--- src/rtl/cordic_req_ctrl.sv ---
// Requester side of the CORDIC start/done handshake: one angle in flight, result held on valid/ready.
// Define CORDIC_TIMEOUT_EN to build the WAIT-state watchdog that aborts a job after TIMEOUT_CYCLES.
module cordic_req_ctrl #(
   parameter int DATA_W         = 16,
   parameter int TIMEOUT_CYCLES = 64
) (
   input  logic              clk_i,
   input  logic              rst_i,
   input  logic              in_valid_i,
   output logic              in_ready_o,
   input  logic [DATA_W-1:0] in_angle_i,
   output logic [DATA_W-1:0] angle_o,
   output logic              start_cordic_o,
   input  logic              done_tick_cordic_i,
   input  logic [DATA_W-1:0] cos_i,
   input  logic [DATA_W-1:0] sin_i,
   output logic              out_valid_o,
   input  logic              out_ready_i,
   output logic [DATA_W-1:0] out_cos_o,
   output logic [DATA_W-1:0] out_sin_o,
   output logic              out_err_o,
   output logic              busy_o
);

   typedef enum logic [1:0] {IDLE, START, WAIT, HOLD} state_t;

   state_t state;

   if (TIMEOUT_CYCLES < 1) begin : g_bad_cfg
      $error("cordic_req_ctrl: TIMEOUT_CYCLES must be at least 1");
   end

   // Handshake outputs decode the state register only, so they never glitch with inputs.
   assign in_ready_o     = (state == IDLE);
   assign start_cordic_o = (state == START);
   assign out_valid_o    = (state == HOLD);
   assign busy_o         = (state != IDLE);

`ifdef CORDIC_TIMEOUT_EN
   // wait_cnt holds the number of WAIT cycles already completed, so the last
   // permitted cycle is TIMEOUT_CYCLES-1 and a done tick there still wins.
   localparam int               CNT_W    = (TIMEOUT_CYCLES > 1) ? $clog2(TIMEOUT_CYCLES) : 1;
   localparam logic [CNT_W-1:0] CNT_LAST = CNT_W'(TIMEOUT_CYCLES - 1);

   logic [CNT_W-1:0] wait_cnt;
   logic             expired;

   assign expired = (wait_cnt == CNT_LAST);
`else
   assign out_err_o = 1'b0;
`endif

   // NOTE: state and data registers use <= only, so every branch sees the pre-edge values.
   always_ff @(posedge clk_i) begin
      if (rst_i) begin
         state     <= IDLE;
         angle_o   <= '0;
         out_cos_o <= '0;
         out_sin_o <= '0;
`ifdef CORDIC_TIMEOUT_EN
         out_err_o <= 1'b0;
         wait_cnt  <= '0;
`endif
      end else begin
         case (state)
            IDLE: begin
               if (in_valid_i) begin
                  angle_o <= in_angle_i;
                  state   <= START;
               end
            end
            START: begin
`ifdef CORDIC_TIMEOUT_EN
               wait_cnt <= '0;
`endif
               state <= WAIT;
            end
            WAIT: begin
               if (done_tick_cordic_i) begin
                  out_cos_o <= cos_i;
                  out_sin_o <= sin_i;
`ifdef CORDIC_TIMEOUT_EN
                  out_err_o <= 1'b0;
`endif
                  state     <= HOLD;
`ifdef CORDIC_TIMEOUT_EN
               end else if (expired) begin
                  out_cos_o <= '0;
                  out_sin_o <= '0;
                  out_err_o <= 1'b1;
                  state     <= HOLD;
               end else begin
                  wait_cnt <= wait_cnt + 1'b1;
`endif
               end
            end
            HOLD: begin
               if (out_ready_i) state <= IDLE;
            end
            default: state <= IDLE;
         endcase
      end
   end

endmodule
--- config.mk ---
export PLATFORM = sky130hd
export DESIGN_NAME = cordic_req_ctrl
export DESIGN_NICKNAME = d
export VERILOG_FILES = /design/src/rtl/cordic_req_ctrl.sv
export SDC_FILE = /design/constraint.sdc
export NUM_CORES = 1
export LEC_CHECK = 0
export ABC_AREA = 1
export CAP_MARGIN = 40
export CORE_MARGIN = 2
export CORE_UTILIZATION = 27
export CTS_CLUSTER_SIZE = 10
export DETAILED_ROUTE_END_ITERATION = 16
export GPL_ROUTABILITY_DRIVEN = 0
export PLACE_DENSITY = 0.62
export SETUP_SLACK_MARGIN = 0.05
export SLEW_MARGIN = 10
export SYNTH_ARGS = -nofsm -noshare
export SYNTH_HDL_FRONTEND = slang
export SYNTH_SLANG_ARGS = --single-unit
--- constraint.sdc ---
create_clock -name clk_i -period 1.75 [get_ports clk_i]
set_input_delay 0.175 -clock clk_i [delete_from_list [all_inputs] [get_ports clk_i]]
set_output_delay 0.175 -clock clk_i [all_outputs]
set_load 0.005 [all_outputs]
# Word level (Yosys, flattened, before mapping)
# Cells that the tools add are included.
# totals
register_bits	50
latch_bits	0
ram_bits	0
mem_bits_ro	0
input_bits	53
output_inout_bits	53
elab_cells	19
n_memories	0
# op_classes
n_addsub	0
n_mul	0
div_mod_pow	0
order_cmp	0
n_eq_ne	6
n_shift	0
muxes	4
bitwise_logic	0
n_reduce_logical	5
# op_table
cell	count
case mux 2 bit (4 select lines)	1
2-to-1 mux 2 bit	3
equality test 2 bit (second input constant)	2
!= test 2 bit (second input constant)	2
AND reduction 2 bit	2
AND reduction 3 bit	1
equality test 2 x 1 -> 1 bit (second input constant)	1
logical NOT 2 bit	1
!= test 2 x 1 -> 1 bit (second input constant)	1
nonzero test 2 bit	1

# Longest topological paths before layout
# depth
word_depth	3
depth_mapped	7
depth_no_buf	7

# Worst setup path after synthesis
# No wires, ideal clock.
# synth_timing
path_kind	reg-to-reg
startpoint	reg state[0]
endpoint	reg angle_o[10]
setup_ns	0.116
arrival_time_ns	1.146
required_ns	1.634
path_slack_ns	0.488
path_stages_with_launch	8
n_path_buf	1
cell_sequence	dfxtp_1 > inv_1 > ha_1 > nand2_2 > clkinv_2 > buf_6 > nor2_1 > nor2_1
# synth_via
elab_chain_len	2
# synth_rtl
item	line	source
from (decl)	27	state_t state;
from (signal assigned)	56	state <= IDLE;
from (signal assigned)	69	state <= START;
from (signal assigned)	76	state <= WAIT;
logical NOT 2 bit	--	
net in_ready_o	10	output logic in_ready_o,
AND reduction 2 bit (no line)	--	
to (signal assigned)	68	angle_o <= in_angle_i;
to (decl)	12	output logic [DATA_W-1:0] angle_o,
# The timed path passes the listed nets, and every way through them passes these cells.
# A chain may end at the register's enable or synchronous reset.

# Final worst setup path
# layout_timing
startpoint	reg state[1]
endpoint	out busy_o
# layout_via
elab_chain_len	1
# layout_rtl
item	line	source
nonzero test 2 bit	37	assign busy_o = (state != IDLE);
to (decl)	22	output logic busy_o
# No other way between the ends.

==> impl_metrics.py <==
metrics = {
    "status": {
        "outcome": "finished clean",
    },
    "sta": {
        "fin_crit_ps": 1600,
        "layout_setup_ws_ps": 148,
        "setup_viol": 0,
        "fin_crit_sh_pct": 91.6,
        "rsz0062_at_grt": "false",
        "maxSlewViolCount": 0,
        "hold_violations": 0,
        "setup_tns_ps": 0,
        "fmax_mhz": 624,
        "finalClockSkew_ps": 3.22,
    },
    "setup_path": {
        "cp.arrival_ps": 1430,
        "critical_path.endpoint_type": "primary output",
        "worstSetupStartpointType": "register",
        "crit_start": "state[1]",
        "crit_required_ps": 1570,
        "reg2regPathDepth": 6,
        "reg2reg_slack_ps": 460,
        "reg2reg_from": "state[0]",
        "crit_type": "register to primary output",
        "path_max_fanout": 4,
    },
    "route": {
        "drc": 0,
        "viasPerCell": 4.40,
        "firstDrtPassIters": 4,
        "wire_per_inst_microns": 11.6,
        "wirelength_mm": 4.86,
        "vias": 1842,
        "antenna_left": 0,
        "dr.first_iter.drc_count": 40,
    },
    "logic_synthesis": {
        "synth_area_sq_um": 1860,
        "syn_avg_cell_area_sq_um": 7.83,
        "synth_seq_area_share_pct": 53.9,
        "synth_nets": 295,
        "netlist_top_cells_area": "dfxtp_1, nor2_1, o21ai_0",
        "synth_seq_cells": 50,
        "yosysWarnings": 0,
        "synth_top_area_share_pct": 53.9,
        "synth_cells": 237,
        "yosysTopAreaCell": "dfxtp_1",
        "yosysUniqueCellTypes": 19,
    },
    "cts": {
        "cts.sinks": 50,
        "post_cts_buffers": 0,
        "root_buffer": "clkbuf_8",
        "hold_buffers": 0,
        "cts_resized": 3,
        "cts_made_buffers": 5,
        "cts_buffer_depth": 2,
        "cts_tree": "yes",
        "clkTransAtPathRegs_ps": 80,
        "h-tree-depth": 2,
        "clk_latency_ps": 290,
    },
    "floorplan": {
        "ios": 106,
        "core_area_sq_um": 6720,
        "start_util_pct": 27.6,
        "dieArea_sq_um": 7560,
        "dieWidth_microns": 86.9,
        "row_count": 30,
        "die_h_microns": 86.9,
    },
    "job": {
        "maxCapViolCount": 0,
    },
    "global_route": {
        "grt_antenna_before_repair": 0,
        "grt_pass1_vias": 1811,
        "grt_overflow": 0,
        "grt_usage_pct": 12.9,
        "grt_pass1_wl_mm": 7.85,
        "grt_max_degree": 35,
    },
    "placed_design": {
        "pre_cts_ws_ps": 173,
        "dp_hpwl_mm": 3.53,
        "place_area_sq_um": 2950,
        "portBuffers": 104,
    },
    "min_path": {
        "holdPathStages": 3,
        "hold_start": "cos_i[7]",
        "hp-class": "input port to register",
    },
    "power": {
        "ir_worst_vdd_uv": 539,
        "power_density_nw_per_um2": 1230,
        "power_mw": 3.77,
        "leakage_nw": 1.18,
    },
    "final_layout": {
        "num-nets-final": 396,
        "area_growth_syn_to_layout_pct": 64.6,
        "drive_above_1_share_pct": 6.19,
        "design_area_sq_um": 3060,
        "diodes": 0,
        "final_common_cell": "clkdlybuf4s50_1",
        "final_cell_mix": "clkdlybuf4s50_1, nor2_1, dfxtp_1",
    },
}
worst paths after layout:
| check | end |
|---|---|
| hold / removal | out_cos_o[7] |
| setup / recovery | busy_o |
| setup reg to reg | out_cos_o[11] |
| hold reg to reg | out_sin_o[9] |
routing by layer:
metal / share of wire (%) / vias up / GRT usage, % / wire (microns)
li1: - / 943 / - / -
met1: 45 / 838 / 14.6 / 2180
met2: 48 / 56 / 23.7 / 2350
met3: 5.5 / 5 / 3.22 / 267
met4: 1.2 / 0 / 3.84 / 60
met5: 0 / - / 0 / 0
state kept, by name, summed over array words and instances, names as in the netlist:
signal	cells
out_sin_o	16
angle_o	16
state	2
out_cos_o	16
layout make-up:
cell class	count	area, sq um
fill	696	3660
inverter	9	37.5
tap	80	100
clock inverter	1	5.00
multi-input combinational	164	741
clock buffer	7	86.3
timing repair buffer	108	1080
sequential	50	1000
cells in the mapped netlist:
cell / n
clkinv_2: 2
conb_1: 1
ha_1: 5
buf_4: 1
o21ai_0: 39
inv_1: 6
dfxtp_1: 50
clkbuf_1: 3
nand3_1: 2
buf_2: 1
buf_6: 4
clkbuf_2: 3
nand2_2: 2
inv_2: 1
buf_1: 2
o21ai_1: 9
nor2_1: 99
nand2_1: 6
a21oi_1: 1
critical path: stages, from the launching register on:
cell and delay [ps]:
dfxtp_2 360, inv_2 70, ha_4 170, inv_1 50, clkdlybuf4s50_1 490
stage by stage:
step	hold WS, ps	utilization [%]	std cells
2_1_floorplan	323	-	237
3_3_place_gp	462	43.9	411
3_5_place_dp	471	43.9	411
4_1_cts	470	45.3	419
5_1_grt	479	45.5	419
6_report	480	45.5	419
where the power goes:
group / internal, mW / switching (mW) / total, mW
logic: 0.863 / 0.676 / 1.54
registers: 1.41 / 0.139 / 1.55
clock network: 0.319 / 0.358 / 0.678
total: 2.59 / 1.17 / 3.77
cells by family (layout without fill, tap and decap cells):
family,Yosys count,count (layout),share of synthesized area (%)
other cells,1,1,0.202
flops,50,50,53.9
simple gates,109,109,22.4
buf+inv,23,125,6.87
compound gates,49,49,13.2
fa+ha+maj,5,5,3.37
(Power assumes the default switching activity.)
